File: config.mk
export PLATFORM = sky130hd
export DESIGN_NAME = data_bus_arbiter
export DESIGN_NICKNAME = d
export VERILOG_FILES = /design/src/rtl/data_bus_arbiter_pkg.sv /design/src/rtl/data_bus_arbiter_rr_pick.sv /design/src/rtl/data_bus_arbiter.sv
export SDC_FILE = /design/constraint.sdc
export NUM_CORES = 1
export LEC_CHECK = 0
export CORE_UTILIZATION = 42
export DETAILED_ROUTE_END_ITERATION = 16
export PLACE_DENSITY_LB_ADDON = 0.12
export REMOVE_ABC_BUFFERS = 1
export SLEW_MARGIN = 20
export SYNTH_ARGS = -nofsm -noshare
export SYNTH_HDL_FRONTEND = slang
export SYNTH_HIERARCHICAL = 1
export SYNTH_SLANG_ARGS = --single-unit
File: constraint.sdc
create_clock -name clk -period 4.4 [get_ports clk]
set_input_delay 0.66 -clock clk [delete_from_list [all_inputs] [get_ports clk]]
set_output_delay 0.66 -clock clk [all_outputs]
set_load 0.005 [all_outputs]
File: src/rtl/data_bus_arbiter_pkg.sv
// Shared constants for the processor data bus arbiter and its request picker.
// The arbiter top is data_bus_arbiter; the sub-module is data_bus_arbiter_rr_pick.
package data_bus_arbiter_pkg;

   localparam logic [1:0] ARB_IDLE  = 2'd0;
   localparam logic [1:0] ARB_GRANT = 2'd1;
   localparam logic [1:0] ARB_HOLD  = 2'd2;

   localparam int REQ_FETCH     = 0;
   localparam int REQ_REGFILE   = 1;
   localparam int REQ_COMPUTE   = 2;
   localparam int REQ_INTERFACE = 3;

   localparam int DEFAULT_DATA_W = 16;

endpackage

File: src/rtl/data_bus_arbiter_rr_pick.sv
// Combinational one-hot picker: first eligible request found when scanning upward
// from the start pointer (wrapping), skipping any index set in the exclude mask.
module data_bus_arbiter_rr_pick #(
   parameter int N_REQ = 4
) (
   input  logic [N_REQ-1:0]         req_i,
   input  logic [$clog2(N_REQ)-1:0] ptr_i,
   input  logic [N_REQ-1:0]         excl_i,
   output logic [N_REQ-1:0]         gnt_o,
   output logic [$clog2(N_REQ)-1:0] idx_o,
   output logic                     any_o
);
   localparam int PTR_W = $clog2(N_REQ);

   logic [N_REQ-1:0] eligible;
   logic [PTR_W-1:0] slot;

   assign eligible = req_i & ~excl_i;

   always_comb begin
      gnt_o = '0;
      idx_o = '0;
      any_o = 1'b0;
      slot  = '0;
      for (int i = 0; i < N_REQ; i++) begin
         slot = PTR_W'((int'(ptr_i) + i) % N_REQ);
         if (!any_o && eligible[slot]) begin
            gnt_o[slot] = 1'b1;
            idx_o       = slot;
            any_o       = 1'b1;
         end
      end
   end

endmodule

File: src/rtl/data_bus_arbiter.sv
// Shared data bus arbiter: one-hot registered grant, optional locked hold with forced
// release at MAX_HOLD. Define ARB_FIXED_PRIO_EN for lowest-index priority instead of round-robin.
module data_bus_arbiter
   import data_bus_arbiter_pkg::*;
#(
   parameter int N_REQ    = 4,
   parameter int DATA_W   = DEFAULT_DATA_W,
   parameter int MAX_HOLD = 8
) (
   input  logic                    clk,
   input  logic                    rst_n,
   input  logic [N_REQ-1:0]        i_req,
   input  logic [N_REQ-1:0]        i_lock,
   input  logic [N_REQ*DATA_W-1:0] i_data,
   output logic [N_REQ-1:0]        o_gnt,
   output logic [DATA_W-1:0]       o_data,
   output logic                    o_valid,
   output logic                    o_timeout
);
   localparam int PTR_W = $clog2(N_REQ);
   localparam int CNT_W = $clog2(MAX_HOLD);
   localparam logic [CNT_W-1:0] LAST_CNT = CNT_W'(MAX_HOLD - 1);

   logic [1:0]        state_q, state_d;
   logic [N_REQ-1:0]  gnt_q, gnt_d;
   logic [PTR_W-1:0]  gIdx_q, gIdx_d;
   logic [CNT_W-1:0]  holdCnt_q, holdCnt_d;
   logic [DATA_W-1:0] data_q, busWord;
   logic              valid_q;
   logic              timeout_q, timeout_d;
   logic              keepLock, forceRel, stayLocked;
   logic [PTR_W-1:0]  searchBase, pickIdx;
   logic [N_REQ-1:0]  exclMask, pickGnt;
   logic              pickAny;

   // The current holder keeps the bus only while it locks and has hold budget left.
   assign keepLock   = i_req[gIdx_q] & i_lock[gIdx_q];
   assign forceRel   = (state_q == ARB_HOLD) && keepLock && (holdCnt_q == LAST_CNT);
   assign stayLocked = (state_q != ARB_IDLE) && keepLock && !forceRel;
   assign exclMask   = forceRel ? gnt_q : '0;

`ifdef ARB_FIXED_PRIO_EN
   assign searchBase = '0;
`else
   logic [PTR_W-1:0] ptr_q, ptr_d, nextPtr;

   assign nextPtr    = (gIdx_q == PTR_W'(N_REQ - 1)) ? '0 : gIdx_q + PTR_W'(1);
   assign searchBase = (state_q == ARB_IDLE) ? ptr_q : nextPtr;
   assign ptr_d      = ((state_q != ARB_IDLE) && !stayLocked) ? nextPtr : ptr_q;

   always_ff @(posedge clk or negedge rst_n) begin
      if (!rst_n) begin
         ptr_q <= '0;
      end else begin
         ptr_q <= ptr_d;
      end
   end
`endif

   data_bus_arbiter_rr_pick #(
      .N_REQ (N_REQ)
   ) u_rr_pick (
      .req_i  (i_req),
      .ptr_i  (searchBase),
      .excl_i (exclMask),
      .gnt_o  (pickGnt),
      .idx_o  (pickIdx),
      .any_o  (pickAny)
   );

   always_comb begin
      state_d   = state_q;
      gnt_d     = gnt_q;
      gIdx_d    = gIdx_q;
      holdCnt_d = holdCnt_q;
      timeout_d = 1'b0;
      if (stayLocked) begin
         state_d   = ARB_HOLD;
         holdCnt_d = (state_q == ARB_GRANT) ? CNT_W'(1) : holdCnt_q + CNT_W'(1);
      end else begin
         timeout_d = forceRel;
         holdCnt_d = '0;
         if (pickAny) begin
            state_d = ARB_GRANT;
            gnt_d   = pickGnt;
            gIdx_d  = pickIdx;
         end else begin
            state_d = ARB_IDLE;
            gnt_d   = '0;
         end
      end
   end

   always_comb begin
      busWord = '0;
      for (int k = 0; k < N_REQ; k++) begin
         if (gnt_q[k]) begin
            busWord = busWord | i_data[k*DATA_W +: DATA_W];
         end
      end
   end

   always_ff @(posedge clk or negedge rst_n) begin
      if (!rst_n) begin
         state_q   <= ARB_IDLE;
         gnt_q     <= '0;
         gIdx_q    <= '0;
         holdCnt_q <= '0;
         data_q    <= '0;
         valid_q   <= 1'b0;
         timeout_q <= 1'b0;
      end else begin
         state_q   <= state_d;
         gnt_q     <= gnt_d;
         gIdx_q    <= gIdx_d;
         holdCnt_q <= holdCnt_d;
         timeout_q <= timeout_d;
         valid_q   <= |gnt_q;
         if (|gnt_q) begin
            data_q <= busWord;
         end
      end
   end

   assign o_gnt     = gnt_q;
   assign o_data    = data_q;
   assign o_valid   = valid_q;
   assign o_timeout = timeout_q;

endmodule

==> flow_metrics.tcl <==
set metrics [dict create \
    start_util 0.442 \
    io_buffers 95 \
    firstDrtPassIters 4 \
    setup_viol 0 \
    synth_top_cell_by_area "dfrtp_1" \
    cts.sinks 31 \
    drc 0 \
    cap_viol_max_count 0 \
    final_area_um2 3220 \
    areaGrowthSynthToFinish_pct 53.2 \
    ys_seq_area_frac 0.369 \
    tightest_slew_ns 0.556 \
    max_freq_ghz 0.254 \
    path_cells "clkdlybuf4s50_1, nand2_1, mux4_2, nor4_1, nor2b_4, mux4_2, and4b_1, nand2_1, or2_1, o21ai_4, mux2_4" \
    hp-class "register to register" \
    hpwl_um 4670 \
    ir_worst_vdd_mv 0.736 \
    root_buffer "clkbuf_8" \
    finClkSkew_ns 0.00236 \
    power.density_nw_per_um2 773 \
    clkLatencyLatePin_ns 0.27 \
    synth_top_area_share 0.369 \
    grt_pass1_vias 2074 \
    netlist_area_um2 2100 \
    synth-async-reset-ratio 1.00 \
    cts_buffers 5 \
    die_y_um 72.7 \
    hold_viol 0 \
    drt-wirelength-per-cell_um 16.1 \
    ctsHoldBuffers 0 \
    first_iter_violations 83 \
    grt_usage 0.241 \
    antenna_found_initial 0 \
    gp_congestion 0.904 \
    yosysWarnings 6 \
    dieArea_um2 5290 \
    finalPower_w 0.00249 \
    min_period_over_period 0.893 \
    dpl-instance-area_um2 3120 \
    rsz0062_at_grt "false" \
    cts.clk_slew.worst_paths_ns 0.06 \
    design.core.area_um2 4750 \
    tns_ns 0 \
    maxSlewViolCount 0 \
    worstPathArrival_ns 4.09 \
    slew_headroom 0.626 \
    path_class "input port to register" \
    nNetsFinal 398 \
    syn_inst 221 \
    yosysMostFrequentCell "a22oi_1" \
    yosysUniqueCellTypes 45 \
    cts_buffer_depth 2 \
    path_max_fanout 10 \
    ys_top_cells_by_count "36 x a22oi_1, 31 x dfrtp_1, 21 x nor2_1, 16 x a31oi_1, 14 x nand2_1" \
    grt_max_degree 34 \
    fin_crit_ns 3.93 \
    synth_area_per_cell_um2 9.50 \
    synth_ff_type "dfrtp_1" \
    antenna_cells 0 \
    die_x_um 72.7 \
    post-cts-setup-buffer-count 0 \
    ctsResizeCount 0 \
    synth.area.top_cells "dfrtp_1 37%, a22oi_1 13%, ha_1 6.0%, a31oi_1 4.8%, mux4_2 4.3%" \
    cp.required_ns 4.56 \
    drive_above_1_share 0.0984 \
    critPathLaunchType "input port" \
    vias 2083 \
    synth_edf_count 0 \
    ys_ff_latch 31 \
    status "finished, final reports clean" \
    slowest_delay_ns 0.61 \
    via_per_inst 5.45 \
    ant_nets 0 \
    endpoint_kind "register" \
    cts_tree "yes" \
    io_pins 96 \
    p_leak_nw 1.29 \
    cpMaxStageDelayCell "mux4_2" \
    rows 25 \
    htree_num_levels 2 \
    finalWirelength_um 6140 \
    grt_pass1_wl_um 9920 \
    overflow 0 \
]
-- cell usage in the layout, fill, tap and decap left out, types with 3 or more instances in the layout --
cell type	n
clkdlybuf4s50_1	95
a22oi_1	36
dfrtp_1	31
nor2_1	21
a31oi_1	16
nand2_1	14
ha_1	10
inv_1	8
buf_4	8
clkbuf_8	7
a21oi_1	6
mux4_2	4
o21ai_0	4
nor4_1	4
mux2i_1	4
nand2b_1	4
o22ai_1	4
nor2b_1	3
-- state kept, by name, indices dropped and copies added, names as in the netlist --
name and flops:
holdCnt_q 3, o_valid 1, gIdx_q 2, state_q 2, o_gnt 4, o_data 16
o_timeout 1, ptr_q 2
-- per-stage QoR --
step | setup slack [ns] | cells | hold WS, ns | utilization
floorplan | 0.777 | 204 | 0.364 | -
global placement | 0.262 | 374 | 0.472 | 0.655
detailed placement | 0.205 | 374 | 0.468 | 0.655
CTS | 0.476 | 382 | 0.489 | 0.676
global route | 0.254 | 382 | 0.505 | 0.676
finish | 0.469 | 382 | 0.485 | 0.676
-- layer usage --
| metal | vias up | global-route usage | part of all wire |
|---|---|---|---|
| li1 | 1024 | - | - |
| met1 | 973 | 0.295 | 0.43 |
| met2 | 80 | 0.416 | 0.48 |
| met3 | 6 | 0.0580 | 0.076 |
| met4 | 0 | 0.0784 | 0.012 |
| met5 | - | 0 | 0 |
-- cells by family after synthesis --
group	count (synthesis)	synth area share
DFF	31	0.369
buffers and inverters	25	0.0518
muxes	14	0.0977
AOI/OAI and AO/OA	78	0.264
and+or+nand+nor	63	0.157
adders and majority gates	10	0.0596
-- critical path: cells and delay by family --
family | cells | cell delay [ns]
and+or+nand+nor | 6 | 1.34
muxes | 3 | 1.45
AOI/OAI and AO/OA | 1 | 0.11
buffers and inverters | 1 | 0.52
-- path summary, 6_finish.rpt --
kind / from / to / slack [ns] / cells after the start
max in group asynchronous: rst_n / o_data[14] / 3.34 / 2
hold reg to reg: holdCnt_q[0] / holdCnt_q[0] / 0.48 / 1
hold / removal: holdCnt_q[0] / holdCnt_q[0] / 0.48 / 1
setup / recovery: i_req[2] / gIdx_q[0] / 0.47 / 11
min in group asynchronous: rst_n / o_data[2] / 0.77 / 2
setup reg to reg: gIdx_q[0] / gIdx_q[0] / 0.97 / 11
-- report_power, final --
| group | switching, W | leakage (nW) | internal, W |
|---|---|---|---|
| clock network | 0.0000980 | 0.0515 | 0.000143 |
| registers | 0.0000852 | 0.363 | 0.000430 |
| logic | 0.000889 | 0.874 | 0.000840 |
-- area by class of cell --
| type | count | area, µm² |
|---|---|---|
| Multi-Input combinational cell | 165 | 1210 |
| Sequential cell | 31 | 776 |
| Timing Repair Buffer | 103 | 1010 |
| Clock buffer | 8 | 100 |
| Fill cell | 409 | 1540 |
| Tap cell | 67 | 83.8 |
| Inverter | 8 | 30.0 |
No activity file was read; power rests on OpenSTA's default activity.
